--- config.mk ---
export PLATFORM = sky130hd
export DESIGN_NAME = nibble_serial_alu_flat
export DESIGN_NICKNAME = d
export VERILOG_FILES = /design/src/rtl/nibble_serial_alu_if.sv /design/src/rtl/nibble_serial_alu.sv /design/src/flat_wrapper.sv
export SDC_FILE = /design/constraint.sdc
export NUM_CORES = 1
export LEC_CHECK = 0
export ABC_AREA = 1
export BUFFER_PORTS_ARGS = -buffer_cell sky130_fd_sc_hd__buf_4
export CAP_MARGIN = 10
export CORE_MARGIN = 2
export CORE_UTILIZATION = 50
export DETAILED_ROUTE_END_ITERATION = 10
export PLACE_DENSITY = 0.76
export SETUP_SLACK_MARGIN = 0.1
export SLEW_MARGIN = 5
export SYNTH_ARGS = -nofsm -noshare
export SYNTH_HDL_FRONTEND = slang
export SYNTH_SLANG_ARGS = --single-unit
--- constraint.sdc ---
create_clock -name clk -period 2.55 [get_ports clk]
set_input_delay 0.3825 -clock clk [delete_from_list [all_inputs] [get_ports clk]]
set_output_delay 0.3825 -clock clk [all_outputs]
set_load 0.02 [all_outputs]
--- src/rtl/nibble_serial_alu_if.sv ---
// Request/response bundle for the nibble-serial 16-bit add/subtract engine.
// The master side issues requests and consumes results; the slave side is the engine.
interface nibble_serial_alu_if;
  logic        in_valid;
  logic        in_ready;
  logic [1:0]  op;
  logic [15:0] a;
  logic [15:0] b;
  logic        cin;
  logic        out_valid;
  logic        out_ready;
  logic [15:0] result;
  logic        cout;
  logic        overflow;
  logic        err;

  modport master (
    output in_valid, op, a, b, cin, out_ready,
    input  in_ready, out_valid, result, cout, overflow, err
  );

  modport slave (
    input  in_valid, op, a, b, cin, out_ready,
    output in_ready, out_valid, result, cout, overflow, err
  );
endinterface

--- src/rtl/nibble_serial_alu.sv ---
// 16-bit add/subtract done as four 4-bit slices, LSB first; out_valid 4 cycles after accept.
// One request in flight: in_ready is low from accept until the result is taken by out_ready.
module nibble_serial_alu (
  input  logic               clk,
  input  logic               rst_n,
  nibble_serial_alu_if.slave bus_io
);

  typedef enum logic [1:0] {
    IDLE = 2'd0,
    RUN  = 2'd1,
    DONE = 2'd2
  } state_t;

  typedef struct packed {
    logic [1:0]  op;
    logic [15:0] a;
    logic [15:0] b;
  } req_t;

  localparam logic [1:0] OP_ADD = 2'b01;
  localparam logic [1:0] OP_SUB = 2'b10;

  state_t      state_q;
  req_t        req_q;
  logic [1:0]  idx_q;
  logic        carry_q;
  logic        in_ready_q;
  logic        out_valid_q;
  logic [15:0] result_q;
  logic        cout_q;
  logic        ovf_q;
  logic        err_q;

  logic [3:0]  a_nib;
  logic [3:0]  b_nib;
  logic [4:0]  slice_ext;
  logic [3:0]  slice_res_d;
  logic        slice_c_d;
  logic        legal_d;
  logic        ovf_d;

  // Bit 4 of the 5-bit slice result is the carry for add and the borrow for subtract.
  always_comb begin
    a_nib     = req_q.a[{idx_q, 2'b00} +: 4];
    b_nib     = req_q.b[{idx_q, 2'b00} +: 4];
    slice_ext = '0;
    case (req_q.op)
      OP_ADD:  slice_ext = {1'b0, a_nib} + {1'b0, b_nib} + {4'b0000, carry_q};
      OP_SUB:  slice_ext = {1'b0, a_nib} - {1'b0, b_nib} - {4'b0000, carry_q};
      default: slice_ext = '0;
    endcase
    slice_res_d = slice_ext[3:0];
    slice_c_d   = slice_ext[4];
    legal_d     = (req_q.op == OP_ADD) || (req_q.op == OP_SUB);
    ovf_d       = 1'b0;
    if (legal_d) begin
      ovf_d = ((req_q.op == OP_ADD) ? (req_q.a[15] == req_q.b[15])
                                    : (req_q.a[15] != req_q.b[15]))
              && (slice_res_d[3] != req_q.a[15]);
    end
  end

  always_ff @(posedge clk or negedge rst_n) begin
    if (!rst_n) begin
      state_q     <= IDLE;
      req_q       <= '0;
      idx_q       <= '0;
      carry_q     <= 1'b0;
      in_ready_q  <= 1'b1;
      out_valid_q <= 1'b0;
      result_q    <= '0;
      cout_q      <= 1'b0;
      ovf_q       <= 1'b0;
      err_q       <= 1'b0;
    end else begin
      case (state_q)
        IDLE: begin
          if (bus_io.in_valid && in_ready_q) begin
            req_q.op   <= bus_io.op;
            req_q.a    <= bus_io.a;
            req_q.b    <= bus_io.b;
            carry_q    <= bus_io.cin;
            idx_q      <= '0;
            result_q   <= '0;
            cout_q     <= 1'b0;
            ovf_q      <= 1'b0;
            err_q      <= 1'b0;
            in_ready_q <= 1'b0;
            state_q    <= RUN;
          end
        end
        RUN: begin
          result_q[{idx_q, 2'b00} +: 4] <= slice_res_d;
          carry_q <= slice_c_d;
          idx_q   <= idx_q + 2'd1;
          if (idx_q == 2'd3) begin
            cout_q      <= slice_c_d;
            ovf_q       <= ovf_d;
            err_q       <= !legal_d;
            out_valid_q <= 1'b1;
            state_q     <= DONE;
          end
        end
        DONE: begin
          if (bus_io.out_ready) begin
            out_valid_q <= 1'b0;
            in_ready_q  <= 1'b1;
            state_q     <= IDLE;
          end
        end
        default: begin
          out_valid_q <= 1'b0;
          in_ready_q  <= 1'b1;
          state_q     <= IDLE;
        end
      endcase
    end
  end

  assign bus_io.in_ready  = in_ready_q;
  assign bus_io.out_valid = out_valid_q;
  assign bus_io.result    = result_q;
  assign bus_io.cout      = cout_q;
  assign bus_io.overflow  = ovf_q;
  assign bus_io.err       = err_q;

endmodule

--- src/flat_wrapper.sv ---
// flat-port wrapper written by rule: the top's interface ports become plain ports
module nibble_serial_alu_flat 
  (clk, rst_n, bus_io_in_valid, bus_io_op, bus_io_a, bus_io_b, bus_io_cin, bus_io_out_ready, bus_io_in_ready, bus_io_out_valid, bus_io_result, bus_io_cout, bus_io_overflow, bus_io_err);
  nibble_serial_alu_if bus_io_i ();
  input  logic clk;
  input  logic rst_n;
  input wire logic [$bits(bus_io_i.in_valid)-1:0] bus_io_in_valid;
  input wire logic [$bits(bus_io_i.op)-1:0] bus_io_op;
  input wire logic [$bits(bus_io_i.a)-1:0] bus_io_a;
  input wire logic [$bits(bus_io_i.b)-1:0] bus_io_b;
  input wire logic [$bits(bus_io_i.cin)-1:0] bus_io_cin;
  input wire logic [$bits(bus_io_i.out_ready)-1:0] bus_io_out_ready;
  output wire logic [$bits(bus_io_i.in_ready)-1:0] bus_io_in_ready;
  output wire logic [$bits(bus_io_i.out_valid)-1:0] bus_io_out_valid;
  output wire logic [$bits(bus_io_i.result)-1:0] bus_io_result;
  output wire logic [$bits(bus_io_i.cout)-1:0] bus_io_cout;
  output wire logic [$bits(bus_io_i.overflow)-1:0] bus_io_overflow;
  output wire logic [$bits(bus_io_i.err)-1:0] bus_io_err;
  assign bus_io_i.in_valid = bus_io_in_valid;
  assign bus_io_i.op = bus_io_op;
  assign bus_io_i.a = bus_io_a;
  assign bus_io_i.b = bus_io_b;
  assign bus_io_i.cin = bus_io_cin;
  assign bus_io_i.out_ready = bus_io_out_ready;
  assign bus_io_in_ready = bus_io_i.in_ready;
  assign bus_io_out_valid = bus_io_i.out_valid;
  assign bus_io_result = bus_io_i.result;
  assign bus_io_cout = bus_io_i.cout;
  assign bus_io_overflow = bus_io_i.overflow;
  assign bus_io_err = bus_io_i.err;
  nibble_serial_alu u_core (.clk(clk), .rst_n(rst_n), .bus_io(bus_io_i));
endmodule
==> results.toml, run 1 <==
[outcome]
status = "finished, violations left"
violations = "setup timing"

[sta]
period_minus_slack_ps = 2610
hold_violations = 0
timing.final.ws_setup_ps = -57.4
slew_viol_final = 0
fmax_mhz = 384
hold_ws_ps = 96.9
worstMarginPinSlew_ps = 743
setup_viol = 2
slew_headroom = 0.505
fin_setup_tns_ps = -111
finalCritPeriodShare = 1.02
rsz0062_at_grt = "yes"
fin_worst_skew_ps = 7.11

[layout]
fillers = 482
num-nets-final = 515
final_cells = 539
diodes = 0
drive_above_1_share = 0.362
area_growth_pct = 35.7

[die]
start_util = 0.521
ioPinCount = 60
dieHeight_um = 83
die_area_um2 = 6890
rows = 28
core_um2 = 5990
die_w_um = 83

[critical_path]
r2r-end = "u_core.carry_q"
crit_arrival_ps = 2890
critPathLaunchType = "flop"
required_ps = 2830
criticalPathCategory = "flop to flop"
worst_setup_path_end_kind = "flop"
r2r_slack_ps = -60
reg2reg_from = "u_core.idx_q[0]"
r2r_cells = 17
critPathMaxFanout = 8

[global_route]
grt_pass1_vias = 2726
overflow = 0
grt_first_pass_wirelength_um = 12600
antenna_found_initial = 0
grt_use_total = 0.227
grt_max_degree = 61

[run]
cap_violations = 0

[synthesis]
yosysSeqAreaShare = 0.482
yosys-top-cells-count = "149 x nand2_1, 59 x dfrtp_1, 26 x inv_1"
synth_ff_type = "dfrtp_1"
synth_area_um2 = 3120
synth_edf_count = 0
syn_inst = 379
async_reset_ff_frac = 1.00
synthTopCellsByArea = "dfrtp_1 47%, nand2_1 18%, ha_1 5.2%"
synth.avg_cell_area_um2 = 8.23
yosys_warnings = 0
syn-num-nets = 435
synth_most_common_cell = "nand2_1"
ys_ff_latch = 60
synth.largest_area_cell = "dfrtp_1"
synth_top_area_frac = 0.473
synth_cell_type_count = 34

[clocking]
cts_buffers = 9
clockBufferDepth = 2
cts_tree = "done"
cts_hold_buf = 0
path_clk_slew_ps = 70
htreeDepth = 3
worstSkewPairLatency_ps = 350
cts_sinks = 60
clock_tree.root_cell = "clkbuf_8"

[placement]
dpl.hpwl_um = 5170
gp_congestion = 0.844
place_ws_ps = -54.3
place_inst = 518
port_buffers = 59

[drt]
drt-met1-wl_um = 3110
drcViolationCount = 0
route.met3.wl_um = 374
wl_per_cell_um = 14.0
wl_met2_um = 3850
top_layer = "met4"
final_antenna_net_count = 0
vias = 2811
drt-initial-drc-count = 132
drt_wl_total_um = 7570
drt-pass1-iter-count = 5
vias_per_cell = 5.22

[worst_hold_path]
worst_hold_path_type = "input port to asynchronous set/reset pin"

[power]
power.leakage_nw = 2.18
power.total_w = 0.00660
peakVddDrop_v = 0.000743
power.density_nw_per_um2 = 1560
==> kinds of logic after synthesis <==
logic type / synth area share
flops: 0.482
xor+xnor: 0.00281
buf+inv: 0.0654
simple gates: 0.275
compound gates: 0.0974
fa+ha+maj: 0.0778
==> worst max path at each step <==
| stage | cells after the start | startpoint | slack [ps] | end |
|---|---|---|---|---|
| floorplan | 13 | u_core.idx_q[0] | 6 | u_core.bus_io.result[5] |
| global placement | 12 | u_core.idx_q[0] | 20 | u_core.bus_io.result[5] |
| detailed placement | 12 | u_core.idx_q[0] | -50 | u_core.bus_io.result[5] |
| CTS | 13 | u_core.idx_q[0] | -4 | u_core.bus_io.result[13] |
| global route | 17 | u_core.idx_q[0] | -160 | u_core.carry_q |
| finish | 17 | u_core.idx_q[0] | -60 | u_core.carry_q |
==> area by class of cell <==
| type | instances | area (um^2) | area share |
|---|---|---|---|
| Multi-Input combinational cell | 270 | 1620 | 0.383 |
| Sequential cell | 60 | 1500 | 0.355 |
| Timing Repair Buffer | 81 | 637 | 0.150 |
| Clock buffer | 12 | 165 | 0.0390 |
| Inverter | 37 | 141 | 0.0334 |
| Tap cell | 75 | 93.8 | 0.0222 |
| Clock inverter | 4 | 70.1 | 0.0165 |
==> metal layers <==
metal / track usage / vias to the layer above
met3: 0.0497 / 19
li1: - / 1374
met1: 0.273 / 1333
met4: 0.106 / 0
met5: 0 / -
met2: 0.389 / 85
==> flip-flops by register name (all words and copies together) (netlist names) <==
register / flops
u_core.idx_q: 2
u_core.bus_io.err: 1
u_core.req_q: 34
u_core.carry_q: 1
u_core.bus_io.result: 16
u_core.state_q: 2
u_core.bus_io.in_ready: 1
u_core.bus_io.out_valid: 1
u_core.bus_io.cout: 1
u_core.bus_io.overflow: 1
==> stage by stage <==
stage          instance area, um^2   util
5_1_grt                       4240  0.707
6_report                      4240  0.707
3_5_place_dp                  3780  0.631
4_1_cts                       4100  0.684
3_3_place_gp                  3780  0.631
2_1_floorplan                 3170      -
==> where the power goes <==
part	switching [W]	internal, W
logic	0.00232	0.00165
clock network	0.000372	0.000626
registers	0.000294	0.00133
total	0.00299	0.00361
==> layout by cell type, fill, tap and decap left out, drive strengths merged <==
master | netlist | routed
nand2 | 154 | 154
buf | 9 | 81
dfrtp | 59 | 59
inv | 37 | 37
nor2 | 26 | 26
o21ai | 25 | 25
nand3 | 14 | 14
ha | 13 | 13
clkbuf | 3 | 12
o22ai | 8 | 8
a21oi | 7 | 7
fa | 4 | 4
a32oi | 4 | 4
a22o | 3 | 3
nand4 | 3 | 3
o21bai | 2 | 2
clkinv | 0 | 2
bufinv | 0 | 2
nor3 | 2 | 2
or2 | 1 | 1
o211a | 1 | 1
and3 | 1 | 1
xor2 | 1 | 1
o31ai | 1 | 1
dfstp | 1 | 1
==> critical path, cell delays in order (launching register included) <==
cell and delay, ps:
dfrtp_2 460, inv_4 100, buf_12 110, buf_12 110, nand2_4 50, a32oi_4 240, inv_2 80, ha_4 270
inv_2 40, ha_4 260, inv_1 50, nor2_1 120, nor2_1 90, nand2_1 70, nand2_1 60, o21ai_2 170
nand3_2 100, a21oi_1 150
==> timing repair <==
| item | CTS | global route |
|---|---|---|
| setup buffers | 3 | 2 |
| endpoints found under the setup margin | 10 | 15 |
| gates resized for setup | 13 | 28 |
| hold endpoints to repair | 0 | 0 |
| cloned | 0 | 0 |
| pin swaps | 13 | 5 |
No activity file was read; power rests on OpenSTA's default activity.
==> run 2, diff against run 1 <==
--- a/config.mk
+++ b/config.mk
@@ -11,6 +11,7 @@
 export CORE_MARGIN = 2
 export CORE_UTILIZATION = 50
 export DETAILED_ROUTE_END_ITERATION = 10
+export GPL_TIMING_DRIVEN = 0
 export PLACE_DENSITY = 0.76
 export SETUP_SLACK_MARGIN = 0.1
 export SLEW_MARGIN = 5
==> results.toml, run 2 (same netlist as run 1, synthesis figures left out) <==
[clocking]
worstSkewPairLatency_ps = 350
cts_tree = "done"
cts_hold_buf = 0
path_clk_slew_ps = 70
cts_sinks = 60
htreeDepth = 3
cts_buffers = 9
clockBufferDepth = 2
clock_tree.root_cell = "clkbuf_8"

[sta]
fmax_mhz = 369
slew_headroom = 0.505
finalCritPeriodShare = 1.06
worstMarginPinSlew_ps = 742
setup_viol = 11
hold_violations = 0
period_minus_slack_ps = 2710
slew_viol_final = 0
timing.final.ws_setup_ps = -159
rsz0062_at_grt = "yes"
fin_worst_skew_ps = 8.23

[layout]
regMostFlops = "u_core.req_q"
largest_reg_flops = 34
postLayoutCoreUtil = 0.714
final_common_cell = "nand2_1"
drive_above_1_share = 0.360
area_growth_pct = 37.2
layout_common_cells = "145 x nand2_1, 78 x buf_4, 57 x dfrtp_1"
num-nets-final = 526
diodes = 0

[placement]
dpl.hpwl_um = 5220
gp_congestion = 0.847
port_buffers = 59

[critical_path]
r2r_cells = 14
cpMostUsedCell = "inv_2"
worst_setup_path_end_kind = "flop"
r2r_slack_ps = -160
required_ps = 2830
cp_cell_sequence = "inv_2 > buf_8 > buf_8 > o21ai_4 > o22ai_4 > fa_2 > inv_2 > fa_1 > or2_1 > a21oi_2 > inv_2 > nor2_4 > nand2_2 > o21ai_1"
critPathMaxFanout = 7
crit_arrival_ps = 2990
critPathLaunchType = "flop"
reg2reg_from = "u_core.idx_q[0]"
crit_path_max_incr_delay_ps = 440
slowest_stage = "dfrtp_2"
criticalPathCategory = "flop to flop"
r2r-end = "u_core.bus_io.result[13]"

[global_route]
antenna_found_initial = 0
grt_use_total = 0.241
grt_first_pass_wirelength_um = 13200
grt_pass1_vias = 2800
grt_max_degree = 61
overflow = 0

[drt]
drt-initial-drc-count = 151
wl_per_cell_um = 14.5
vias_per_cell = 5.19
drt_wl_total_um = 7950
drt-pass1-iter-count = 5
final_antenna_net_count = 0
drcViolationCount = 0
vias = 2855

[run]
cap_violations = 0

[power]
p_seq_frac = 0.247
power.leakage_nw = 2.20
switching_share = 0.462
p_switching_w = 0.00306
peakVddDrop_v = 0.000774
p_int_w = 0.00357
comb_power_share = 0.619
power.total_w = 0.00664
clkPwrFrac = 0.134
power.density_nw_per_um2 = 1550

[die]
rows = 28
start_util = 0.521
ioPinCount = 60
dieHeight_um = 83
die_area_um2 = 6890
core_um2 = 5990
die_w_um = 83

[outcome]
status = "finished, violations left"
violations = "setup timing"

[worst_hold_path]
worst_hold_path_type = "input port to asynchronous set/reset pin"
## run 2: cell types whose count changed in the layout (fill, tap and decap cells not counted), moves of 3 or more
| cell | delta |
|---|---|
| buf_8 | +3 |
| buf_2 | +5 |
| clkbuf_1 | +3 |
| nand2_2 | -3 |
## run 2: final cells by class
cell class | count | area, um^2
repair buffers | 80 | 608
well taps | 75 | 93.8
multi-input cells | 270 | 1630
fillers | 455 | 1710
inverters | 37 | 141
flip-flops and latches | 60 | 1510
plain buffers | 12 | 103
clock inverters | 4 | 47.5
clock buffers | 12 | 155
## run 2: layer usage
metal	up-vias	global-route usage	part of all wire
met5	-	0	0
met3	24	0.0606	0.054
met2	103	0.400	0.50
met1	1338	0.307	0.42
met4	0	0.0849	0.031
li1	1390	-	-
## run 2: critical path: cells and delay by family, from the launching register on
| kind | cells | cell delay, ps |
|---|---|---|
| buffers and inverters | 5 | 490 |
| adders and majority gates | 2 | 800 |
| DFF | 1 | 440 |
| AOI/OAI and AO/OA | 4 | 490 |
| and+or+nand+nor | 3 | 400 |
## run 2: power groups by stage
| stage | Clock, W | Combinational [W] | Sequential [W] |
|---|---|---|---|
| after detailed placement | 0 | 0.00306 | 0.00163 |
| after CTS | 0.000894 | 0.00357 | 0.00161 |
| after global placement | 0 | 0.00301 | 0.00162 |
| after global routing | 0.000961 | 0.00453 | 0.00167 |
| final | 0.000893 | 0.00411 | 0.00164 |
| after floorplan | 0 | 0.00223 | 0.00164 |
## run 2: worst max-delay path by stage
| stage | to | slack (ps) | depth (start not counted) | from |
|---|---|---|---|---|
| after global placement | u_core.bus_io.result[5] | -290 | 12 | u_core.idx_q[1] |
| after CTS | u_core.bus_io.result[13] | -150 | 13 | u_core.idx_q[0] |
| after detailed placement | u_core.bus_io.result[13] | -340 | 12 | u_core.idx_q[1] |
| after floorplan | u_core.bus_io.result[5] | 6 | 13 | u_core.idx_q[0] |
| final | u_core.bus_io.result[13] | -160 | 14 | u_core.idx_q[0] |
| after global routing | u_core.bus_io.result[13] | -290 | 14 | u_core.idx_q[0] |
## run 2: per-stage QoR
stage | cells | area, um^2 | hold WS, ps | worst slack, ps | TNS (ps)
after floorplan | 379 | 3170 | 86.9 | 6.50 | 0
after global placement | 513 | 3710 | 456 | -292 | -1940
after detailed placement | 513 | 3710 | 462 | -344 | -2430
after CTS | 548 | 4140 | 136 | -148 | -708
after global routing | 550 | 4280 | 165 | -286 | -2300
final | 550 | 4280 | 99.3 | -159 | -1010
## run 2: what timing repair did
action	CTS	global route
endpoints found under the setup margin	15	15
buffers inserted	19	2
pin swaps	21	8
resized for setup	20	29
cloned	0	0
endpoints found under the hold margin	0	0
==> run 3, diff against run 2 <==
--- a/config.mk
+++ b/config.mk
@@ -13,6 +13,8 @@
 export DETAILED_ROUTE_END_ITERATION = 10
 export GPL_TIMING_DRIVEN = 0
 export PLACE_DENSITY = 0.76
+export RECOVER_POWER = 50
+export REMOVE_ABC_BUFFERS = 1
 export SETUP_SLACK_MARGIN = 0.1
 export SLEW_MARGIN = 5
 export SYNTH_ARGS = -nofsm -noshare
==> results.toml, run 3 (same netlist as run 1, synthesis figures left out) <==
[outcome]
violations = "setup timing"
status = "finished, violations left"

[drt]
vias_per_cell = 5.23
final_antenna_net_count = 0
drt_wl_total_um = 7500
drcViolationCount = 0
drt-initial-drc-count = 116
vias = 2797
wl_per_cell_um = 14.0
drt-pass1-iter-count = 5

[clocking]
cts_buffers = 9
cts_sinks = 60
clockBufferDepth = 2
cts_tree = "done"
cts_hold_buf = 0
htreeDepth = 3
clock_tree.root_cell = "clkbuf_8"
worstSkewPairLatency_ps = 350
path_clk_slew_ps = 70

[die]
start_util = 0.521
dieHeight_um = 83
die_w_um = 83
die_area_um2 = 6890
rows = 28
core_um2 = 5990
ioPinCount = 60

[layout]
area_growth_pct = 32.5
largest_reg_flops = 34
postLayoutCoreUtil = 0.690
regMostFlops = "u_core.req_q"
final_common_cell = "nand2_1"
drive_above_1_share = 0.326
num-nets-final = 511
diodes = 0
multi_input_area_um2 = 1600
layout_common_cells = "145 x nand2_1, 68 x buf_4, 57 x dfrtp_1"
fillers = 483
stdcell_area_um2 = 4140
seqCellArea_um2 = 1510

[global_route]
grt_pass1_vias = 2680
antenna_found_initial = 0
overflow = 0
grt_max_degree = 61
grt_first_pass_wirelength_um = 12200
grt_use_total = 0.220

[placement]
dpl.hpwl_um = 4570
gp_congestion = 0.838
dpl_cell_area_um2 = 3590
place_ws_ps = -929
port_buffers = 59

[sta]
slew_viol_final = 0
worstMarginPinSlew_ps = 1480
hold_violations = 0
finalCritPeriodShare = 1.07
period_minus_slack_ps = 2730
fin_worst_skew_ps = 8.65
hold_ws_ps = 223
setup_viol = 15
timing.final.ws_setup_ps = -179
fmax_mhz = 366
slew_headroom = 0.0111
rsz0062_at_grt = "yes"

[power]
peakVddDrop_v = 0.000782
p_int_w = 0.00336
switching_share = 0.469
comb_power_share = 0.616
power.leakage_nw = 2.12
p_switching_w = 0.00297
p_seq_frac = 0.254
power.density_nw_per_um2 = 1530
clkPwrFrac = 0.131

[critical_path]
critPathMaxFanout = 9
critPathLaunchType = "flop"
criticalPathCategory = "flop to flop"
crit_arrival_ps = 2990
required_ps = 2810
slowest_stage = "dfrtp_2"
worst_setup_path_end_kind = "flop"
cp_cell_sequence = "clkinvlp_4 > buf_4 > o21ai_0 > o22ai_2 > fa_2 > buf_4 > buf_6 > ha_4 > nand3_2 > nand2_1 > nand2_2 > nand3_2 > nand2_4 > nand4_2 > o21bai_1"
crit_path_max_incr_delay_ps = 400

[worst_hold_path]
worst_hold_path_type = "input port to flop"

[run]
cap_violations = 0
-- run 3: through the flow --
step           instances  TNS (ps)  power [W]
5_1_grt              535     -2860    0.00684
4_1_cts              533      -518    0.00585
3_5_place_dp         501    -11900    0.00444
3_3_place_gp         501    -10720    0.00434
2_1_floorplan        367     -2990    0.00368
6_report             535     -1440    0.00633
-- run 3: metal layers --
layer | track usage | part of all wire | up-vias | routed length [um]
li1 | - | - | 1359 | -
met1 | 0.281 | 0.42 | 1316 | 3180
met2 | 0.356 | 0.49 | 105 | 3670
met3 | 0.0736 | 0.066 | 17 | 493
met4 | 0.0641 | 0.020 | 0 | 150
met5 | 0 | 0 | - | 0
-- run 3: power groups by stage --
stage | combinational (W) | clock, W | sequential [W]
final | 0.00390 | 0.000827 | 0.00161
after global routing | 0.00430 | 0.000886 | 0.00165
after CTS | 0.00342 | 0.000834 | 0.00159
after detailed placement | 0.00280 | 0 | 0.00164
after global placement | 0.00273 | 0 | 0.00162
after floorplan | 0.00202 | 0 | 0.00166
-- run 3: path summary, 6_finish.rpt --
check	from	to	slack [ps]	cells past startpoint
hold / removal	bus_io_a[2]	u_core.req_q[18]	220	3
max in group asynchronous	rst_n	u_core.idx_q[0]	1090	1
min in group asynchronous	rst_n	u_core.req_q[14]	380	1
setup reg to reg	u_core.idx_q[1]	u_core.bus_io.result[15]	-180	15
setup / recovery	u_core.idx_q[1]	u_core.bus_io.result[15]	-180	15
hold reg to reg	u_core.req_q[7]	u_core.req_q[7]	480	2
-- run 3: what timing repair did --
item	CTS	global route
buffers inserted	15	3
resized for setup	31	24
cloned	1	0
pin swaps	12	8
setup endpoints to repair	20	17
-- run 3: worst max-delay path, delay by kind of cell (launching register included) --
| family | cells | cell delay [ps] |
|---|---|---|
| and+or+nand+nor | 6 | 540 |
| buffers and inverters | 4 | 620 |
| adders and majority gates | 2 | 630 |
| AOI/OAI and AO/OA | 3 | 450 |
| DFF | 1 | 400 |
-- run 3: final cells by class --
| type | instances | area share |
|---|---|---|
| Multi-Input combinational cell | 270 | 0.387 |
| Sequential cell | 60 | 0.365 |
| Timing Repair Buffer | 76 | 0.143 |
| Inverter | 37 | 0.0369 |
| Clock buffer | 11 | 0.0318 |
| Tap cell | 75 | 0.0227 |
| Clock inverter | 5 | 0.0127 |
| Timing Repair inverter | 1 | 0.00151 |
